==> src/rtl/alu4_accumulator_reg_pkg.sv <==
// Shared definitions for the ALU accumulator stage.
//   - Default widths, shared with the upstream 4-bit ALU.
//   - FSM state encoding. 2'b11 is unused and decodes to EMPTY.
//   - next_state(): the state update applied on each clock edge.
package alu4_accumulator_reg_pkg;

  localparam int DATA_W_DEF = 8;  // ALU result / accumulator width
  localparam int FB_W_DEF   = 4;  // feedback slice to ALU operand B
  localparam int CNT_W_DEF  = 8;  // event counter width

  typedef enum logic [1:0] {
    ST_EMPTY  = 2'b00,  // no value since reset/clear
    ST_ACTIVE = 2'b01,  // last accept was an update
    ST_HOLD   = 2'b10   // last accept was a hold
  } state_t;

  // The state moves only on an accept. The one exception is an
  // unused encoding, which falls back to EMPTY on the next edge.
  // Clear is handled by the caller, ahead of this function.
  function automatic state_t next_state(input state_t cur,
                                        input logic   upd,
                                        input logic   hld);
    state_t nxt;
    if (upd)      nxt = ST_ACTIVE;
    else if (hld) nxt = ST_HOLD;
    else begin
      case (cur)
        ST_EMPTY, ST_ACTIVE, ST_HOLD: nxt = cur;
        default:                      nxt = ST_EMPTY;
      endcase
    end
    return nxt;
  endfunction

endpackage

==> src/rtl/alu4_accumulator_reg_sat_counter.sv <==
// Saturating event counter.
//   - Counts inc pulses.
//   - Stops at all-ones; it never wraps.
//   - clr is a synchronous clear and takes priority over inc.
// Ports:
//   clk    in  1      rising-edge clock
//   resetn in  1      asynchronous active-low reset
//   clr    in  1      synchronous clear
//   inc    in  1      count one event
//   q      out CNT_W  current count
module sat_counter #(
  parameter int CNT_W = 8
) (
  input  logic             clk,
  input  logic             resetn,
  input  logic             clr,
  input  logic             inc,
  output logic [CNT_W-1:0] q
);

  localparam logic [CNT_W-1:0] ONE = CNT_W'(1);

  always_ff @(posedge clk or negedge resetn) begin
    if (!resetn)                q <= '0;
    else if (clr)               q <= '0;
    else if (inc && (q != '1))  q <= q + ONE;
  end

endmodule

==> src/rtl/alu4_accumulator_reg.sv <==
// Registered accumulator stage placed after the 4-bit ALU.
//   - Captures alu_out on an accept, unless acc_hold is set.
//   - Feeds acc_q[FB_W-1:0] back to ALU operand B.
//   - Presents acc_q downstream over a valid/ready handshake.
// Ports:
//   clk       in  1       rising-edge clock
//   resetn    in  1       asynchronous active-low reset
//   clear     in  1       sync clear of accumulator, valid and counters
//   in_valid  in  1       alu_out/acc_hold valid this cycle
//   in_ready  out 1       stage accepts the ALU result this cycle
//   alu_out   in  DATA_W  ALU result
//   acc_hold  in  1       1 = keep the current accumulator (counted as a hold)
//   acc_q     out DATA_W  accumulator
//   acc_b     out FB_W    low slice of acc_q, fed back to the ALU
//   out_valid out 1       acc_q holds a new, unconsumed value
//   out_ready in  1       downstream takes acc_q when out_valid=1
//   state_o   out 2       FSM state: 00 EMPTY, 01 ACTIVE, 10 HOLD
//   upd_cnt   out CNT_W   accepted updates, saturating
//   hold_cnt  out CNT_W   accepted holds, saturating
module alu4_accumulator_reg
  import alu4_accumulator_reg_pkg::*;
#(
  parameter int DATA_W = DATA_W_DEF,
  parameter int FB_W   = FB_W_DEF,
  parameter int CNT_W  = CNT_W_DEF
) (
  input  logic              clk,
  input  logic              resetn,
  input  logic              clear,
  input  logic              in_valid,
  output logic              in_ready,
  input  logic [DATA_W-1:0] alu_out,
  input  logic              acc_hold,
  output logic [DATA_W-1:0] acc_q,
  output logic [FB_W-1:0]   acc_b,
  output logic              out_valid,
  input  logic              out_ready,
  output logic [1:0]        state_o,
  output logic [CNT_W-1:0]  upd_cnt,
  output logic [CNT_W-1:0]  hold_cnt
);

  state_t state;
  logic   accept;
  logic   upd;
  logic   hld;

  // A pending value blocks new input, so acc_q cannot change under an
  // unconsumed value. Clear wins over any same-cycle input.
  assign in_ready = ~clear & (~out_valid | out_ready);
  assign accept   = in_valid & in_ready;
  assign upd      = accept & ~acc_hold;
  assign hld      = accept &  acc_hold;

  assign acc_b    = acc_q[FB_W-1:0];
  assign state_o  = state;

  always_ff @(posedge clk or negedge resetn) begin
    if (!resetn) begin
      acc_q     <= '0;
      out_valid <= 1'b0;
      state     <= ST_EMPTY;
    end else if (clear) begin
      acc_q     <= '0;
      out_valid <= 1'b0;
      state     <= ST_EMPTY;
    end else begin
      if (upd) acc_q <= alu_out;
      // A new update outranks a same-cycle consume. A hold neither sets
      // nor clears out_valid.
      if (upd)            out_valid <= 1'b1;
      else if (out_ready) out_valid <= 1'b0;
      state <= next_state(state, upd, hld);
    end
  end

  sat_counter #(.CNT_W(CNT_W)) u_upd_cnt (
    .clk    (clk),
    .resetn (resetn),
    .clr    (clear),
    .inc    (upd),
    .q      (upd_cnt)
  );

  sat_counter #(.CNT_W(CNT_W)) u_hold_cnt (
    .clk    (clk),
    .resetn (resetn),
    .clr    (clear),
    .inc    (hld),
    .q      (hold_cnt)
  );

endmodule
==> config.mk <==
export PLATFORM = sky130hd
export DESIGN_NAME = alu4_accumulator_reg
export DESIGN_NICKNAME = d
export VERILOG_FILES = /design/src/rtl/alu4_accumulator_reg_pkg.sv /design/src/rtl/alu4_accumulator_reg_sat_counter.sv /design/src/rtl/alu4_accumulator_reg.sv
export SDC_FILE = /design/constraint.sdc
export NUM_CORES = 1
export LEC_CHECK = 0
export ABC_AREA = 1
export ABC_CLOCK_PERIOD_IN_PS = 2700
export CORE_MARGIN = 3
export CORE_UTILIZATION = 50
export CTS_CLUSTER_DIAMETER = 30
export CTS_CLUSTER_SIZE = 12
export DETAILED_ROUTE_END_ITERATION = 7
export PLACE_DENSITY_LB_ADDON = 0.1
export SLEW_MARGIN = 30
export SYNTH_ARGS = -nofsm -noshare
export SYNTH_HDL_FRONTEND = slang
export SYNTH_SLANG_ARGS = --single-unit
==> constraint.sdc <==
create_clock -name clk -period 2.7 [get_ports clk]
set_input_delay 0.54 -clock clk [delete_from_list [all_inputs] [get_ports clk]]
set_output_delay 0.54 -clock clk [all_outputs]
set_load 0.02 [all_outputs]
# Word level (Yosys, flattened, before mapping)
# Index checks and enable logic that the tools add are counted.
dict set report word_totals {
  reg_bits 27
  elab_cells 41
}
dict set report op_classes {
  addsub 2
  eq_ne 5
  n_mux 13
  n_bitwise 8
  n_reduce_logical 8
}
# operator count
set ops {}
lappend ops {{two-way mux 8 bit} 6}
lappend ops {{adder 8 x 1 -> 8 bit (second input constant)} 2}
lappend ops {{!= test 8 bit (second input constant)} 2}
lappend ops {{two-way mux 2 bit} 4}
lappend ops {{nonzero test 2 bit} 3}
lappend ops {{AND 1 bit} 4}
lappend ops {{!= test 4 x 2 -> 1 bit (second input constant)} 1}
lappend ops {{two-way mux 1 bit} 3}
lappend ops {{inverter 1 bit} 3}
lappend ops {{nonzero test 3 bit} 1}
lappend ops {{OR reduction 3 bit} 1}
lappend ops {{equality test 2 x 1 -> 1 bit (second input constant)} 1}
lappend ops {{equality test 2 bit (second input constant)} 1}
lappend ops {{logical AND 1 bit} 2}
lappend ops {{logical NOT 2 bit} 1}
lappend ops {{OR 1 bit} 1}

# Depth between registers and ports, before layout
# Gate-level depths: netlist of the first run.
dict set report depth {
  depth_word 8
  ltp_mapped 9
  depth_no_buf 9
}

# Modules after synthesis
# From an unflattened synthesis of the first run, not the netlist that was laid out.
dict set report unflattened {
  cells_unflattened 206
  hier_area_um2 1569.0
}
# mod instances cells_each area_per_inst_um2 seq_area_each_um2
set by_module_without_submodules {}
lappend by_module_without_submodules {sat_counter 2 74 511.7 200.2}
lappend by_module_without_submodules {alu4_accumulator_reg 1 58 545.5 275.3}

# Least setup slack after synthesis of the first run
# OpenSTA, ideal clock, no wires.
dict set report synth_path {
  path_kind {input to output}
  startpoint {input port out_ready}
  endpoint {output port in_ready}
  arrival_ns 0.925
  required_time_ns 2.160
  slack_ns 1.235
  path_stages 2
  path_cell_list {inv_1 -> a21oi_1}
}
dict set report synth_via {
  elab_chain_cells 2
}
# item line_no
set synth_rtl {}
lappend synth_rtl {{from (decl)} alu4_accumulator_reg.sv:37} ;# input logic out_ready,
lappend synth_rtl {{OR 1 bit} alu4_accumulator_reg.sv:50} ;# assign in_ready = ~clear & (~out_valid | out_ready);
lappend synth_rtl {{AND 1 bit} alu4_accumulator_reg.sv:50}
lappend synth_rtl {{to (decl)} alu4_accumulator_reg.sv:31} ;# output logic in_ready,
# No other way between the ends.

# Final worst setup path of the first run
dict set report layout_path {
  startpoint {input port clear}
  endpoint {output port in_ready}
}
dict set report layout_via {
  elab_chain_cells 2
}
# item line_no
set layout_rtl {}
lappend layout_rtl {{from (decl)} alu4_accumulator_reg.sv:29} ;# input logic clear,
lappend layout_rtl {{inverter 1 bit} alu4_accumulator_reg.sv:50}
lappend layout_rtl {{AND 1 bit} alu4_accumulator_reg.sv:50}
# No other way between the ends.

==> results of run 1 <==
==> power by group <==
part / switching, uW / internal [uW]
Clock: 110 / 55.2
Combinational: 82.2 / 66.5
Sequential: 10.7 / 419
==> registers in the layout, indices dropped and copies added (netlist names) <==
register,count
state_o,2
acc_q,8
u_upd_cnt.q,8
out_valid,1
u_hold_cnt.q,8
==> worst max-delay path: cells and delay by family <==
| kind | cells | cell delay, ns |
|---|---|---|
| compound gates | 1 | 0.16 |
| buf+inv | 2 | 1.15 |
==> metrics by stage <==
step / hold WS [ns] / instance area [um^2]
final: 0.502 / 1980
after global routing: 0.533 / 1980
after CTS: 0.503 / 1980
after detailed placement: 0.467 / 1950
after global placement: 0.461 / 1950
after floorplan: 0.244 / 1500
==> final timing paths <==
check / from / to / cells after the start
worst min-delay path: acc_q[5] / acc_q[5] / 2
worst min register to register: acc_q[5] / acc_q[5] / 2
worst max-delay path: clear / in_ready / 3
max in group asynchronous: resetn / u_hold_cnt.q[7] / 2
worst max register to register: u_hold_cnt.q[0] / u_hold_cnt.q[3] / 8
min in group asynchronous: resetn / acc_q[2] / 2
==> logic make-up (layout without fill, tap and decap cells) <==
kind of cell	Yosys count	after routing	synth area share (%)
AND/OR/NAND/NOR	123	123	39.1
buffers and inverters	24	68	7.61
adder cells (fa/ha/maj)	2	2	1.67
XOR/XNOR	3	3	1.76
AO/OA/AOI/OAI	11	11	4.68
flip-flops	27	27	45.2
==> cells in the final DEF, fill, tap and decap left out, drive strengths merged, types with 3 or more instances in the layout <==
cell           netlist  routed
nand4                4       4
a21oi                4       4
clkbuf               1       3
inv                 17      17
xor2                 3       3
dfrtp               27      27
nand3               28      28
o21ai                3       3
nor2                24      24
nand2               66      66
clkdlybuf4s50        0      45
==> metal layers <==
metal	share of wire, %	up-vias
li1	-	699
met1	43	633
met2	49	50
met3	7.6	2
met4	0.50	0
met5	0	-
==> area by class of cell <==
cell class              instances  area share (%)
clock buffers                   3            1.14
clock inverters                 1           0.253
inverters                      17            3.23
multi-input cells             139            35.7
flip-flops and latches         27            34.2
well taps                      31            1.96
repair buffers                 47            23.5
==> impl_metrics.env, run 1 <==
export IMPL_vias_per_cell=5.22
export IMPL_overflow=0
export IMPL_cts_buffers=3
export IMPL_wl_per_cell_um=12.7
export IMPL_hold_viol=0
export IMPL_end_kind="output pin"
export IMPL_yosysTopAreaCellShare_pct=45.2
export IMPL_multi_input_area_um2=707
export IMPL_clk_transition_reported_paths_ns=0.14
export IMPL_gp_congestion=0.880
export IMPL_drc=0
export IMPL_synth_ff_type="dfrtp_1"
export IMPL_seq_area_frac_synth_pct=45.2
export IMPL_syn_area_per_cell_um2=7.88
export IMPL_cap_viol_max_count=0
export IMPL_rows=19
export IMPL_die_y_um=60.7
export IMPL_slew_headroom_pct=68.9
export IMPL_io_buffers=45
export IMPL_die_x_um=60.7
export IMPL_grt_setup_unrepaired="false"
export IMPL_antenna_found_initial=0
export IMPL_nNetsFinal=251
export IMPL_reg2reg_slack_ns=1.27
export IMPL_first_iter_violations=59
export IMPL_dr_pass1_iters=4
export IMPL_cp_start_kind="input pin"
export IMPL_fin_tns_setup_ns=0
export IMPL_root_buffer="clkbuf_4"
export IMPL_path_max_fanout=5
export IMPL_layout_drive_gt1_share_pct=10.3
export IMPL_initial_utilization_pct=53.3
export IMPL_critPathArrivalTime_ns=1.85
export IMPL_synthCells=190
export IMPL_area_growth_pct=32.2
export IMPL_slowest_stage="clkdlybuf4s50_1"
export IMPL_async_flop_share_pct=100
export IMPL_yosysMostFrequentCell="nand2_1"
export IMPL_cts_sinks=27
export IMPL_die_area_um2=3690
export IMPL_hpwl_um=2560
export IMPL_finalNonFillerCells=265
export IMPL_htree_levels=1
export IMPL_grt_use_met1_pct=25.6
export IMPL_grt_use_met3_pct=3.40
export IMPL_synth_top_cell_by_area="dfrtp_1"
export IMPL_status="finished clean"
export IMPL_finalMaxSlewViolations=0
export IMPL_cpMostUsedCell="clkdlybuf4s50_1"
export IMPL_crit_chain="clkdlybuf4s50_1, a21oi_1, clkdlybuf4s50_1"
export IMPL_coreArea_um2=2810
export IMPL_synth_edff_count=0
export IMPL_register_area_um2=676
export IMPL_grt_pass1_vias=1296
export IMPL_timing_fmax_mhz=419
export IMPL_postCtsHoldBufs=0
export IMPL_p_leak_uw=0.000945
export IMPL_p_per_area_nw_per_um2=376
export IMPL_finalPower_uw=743
export IMPL_cts_tree="done"
export IMPL_crit_required_ns=2.16
export IMPL_ios=46
export IMPL_pre_cts_ws_ns=0.316
export IMPL_hold_path_class="reg2reg"
export IMPL_cts_buffer_depth=2
export IMPL_cts_setup_buffers=0
export IMPL_syn_area_um2=1500
export IMPL_yosysWarnings=0
export IMPL_grt_max_degree=28
export IMPL_setup_ws_ns=0.314
export IMPL_dpl_cell_count=261
export IMPL_grtUsageMet2_pct=34.2
export IMPL_wl_um=3380
export IMPL_fillers=253
export IMPL_cpPeakStageDelay_ns=0.62
export IMPL_post_route_period_util_pct=88.4
export IMPL_grt_usage_pct=19.7
export IMPL_grt_busiest_layer="met2"
export IMPL_num_vias=1384
export IMPL_netlist_cell_type_count=26
export IMPL_n_antenna_cell=0
export IMPL_clk_latency_ns=0.31
export IMPL_ant_nets=0
export IMPL_grt_pass1_wl_um=5560
export IMPL_setup_viol=0
export IMPL_yosys_top_cells_count="60 x nand2_1, 27 x dfrtp_1, 27 x nand3_1"
export IMPL_ir_worst_vdd_uv=232
export IMPL_finalCriticalPeriod_ns=2.39
export IMPL_synth_area_top_cells="dfrtp_1 45%, nand2_1 15%, nand3_1 9.0%"
export IMPL_cts_resized_gates=0
export IMPL_worstMarginPinSlew_ns=0.465
export IMPL_syn_nets=206
export IMPL_crit_type="in2out"
export IMPL_ys_seq_elements=27
export IMPL_post_route_util_pct=70.5
export IMPL_finalClockSkew_ns=0.00185
(Power assumes the default switching activity.)
==> inputs of run 2 (changes only) <==
--- a/config.mk
+++ b/config.mk
@@ -6,7 +6,6 @@
 export NUM_CORES = 1
 export LEC_CHECK = 0
 export ABC_AREA = 1
-export ABC_CLOCK_PERIOD_IN_PS = 2700
 export CORE_MARGIN = 3
 export CORE_UTILIZATION = 50
 export CTS_CLUSTER_DIAMETER = 30
==> results of run 2 <==
The final DEF is identical to that of run 1; final timing and power are the same.
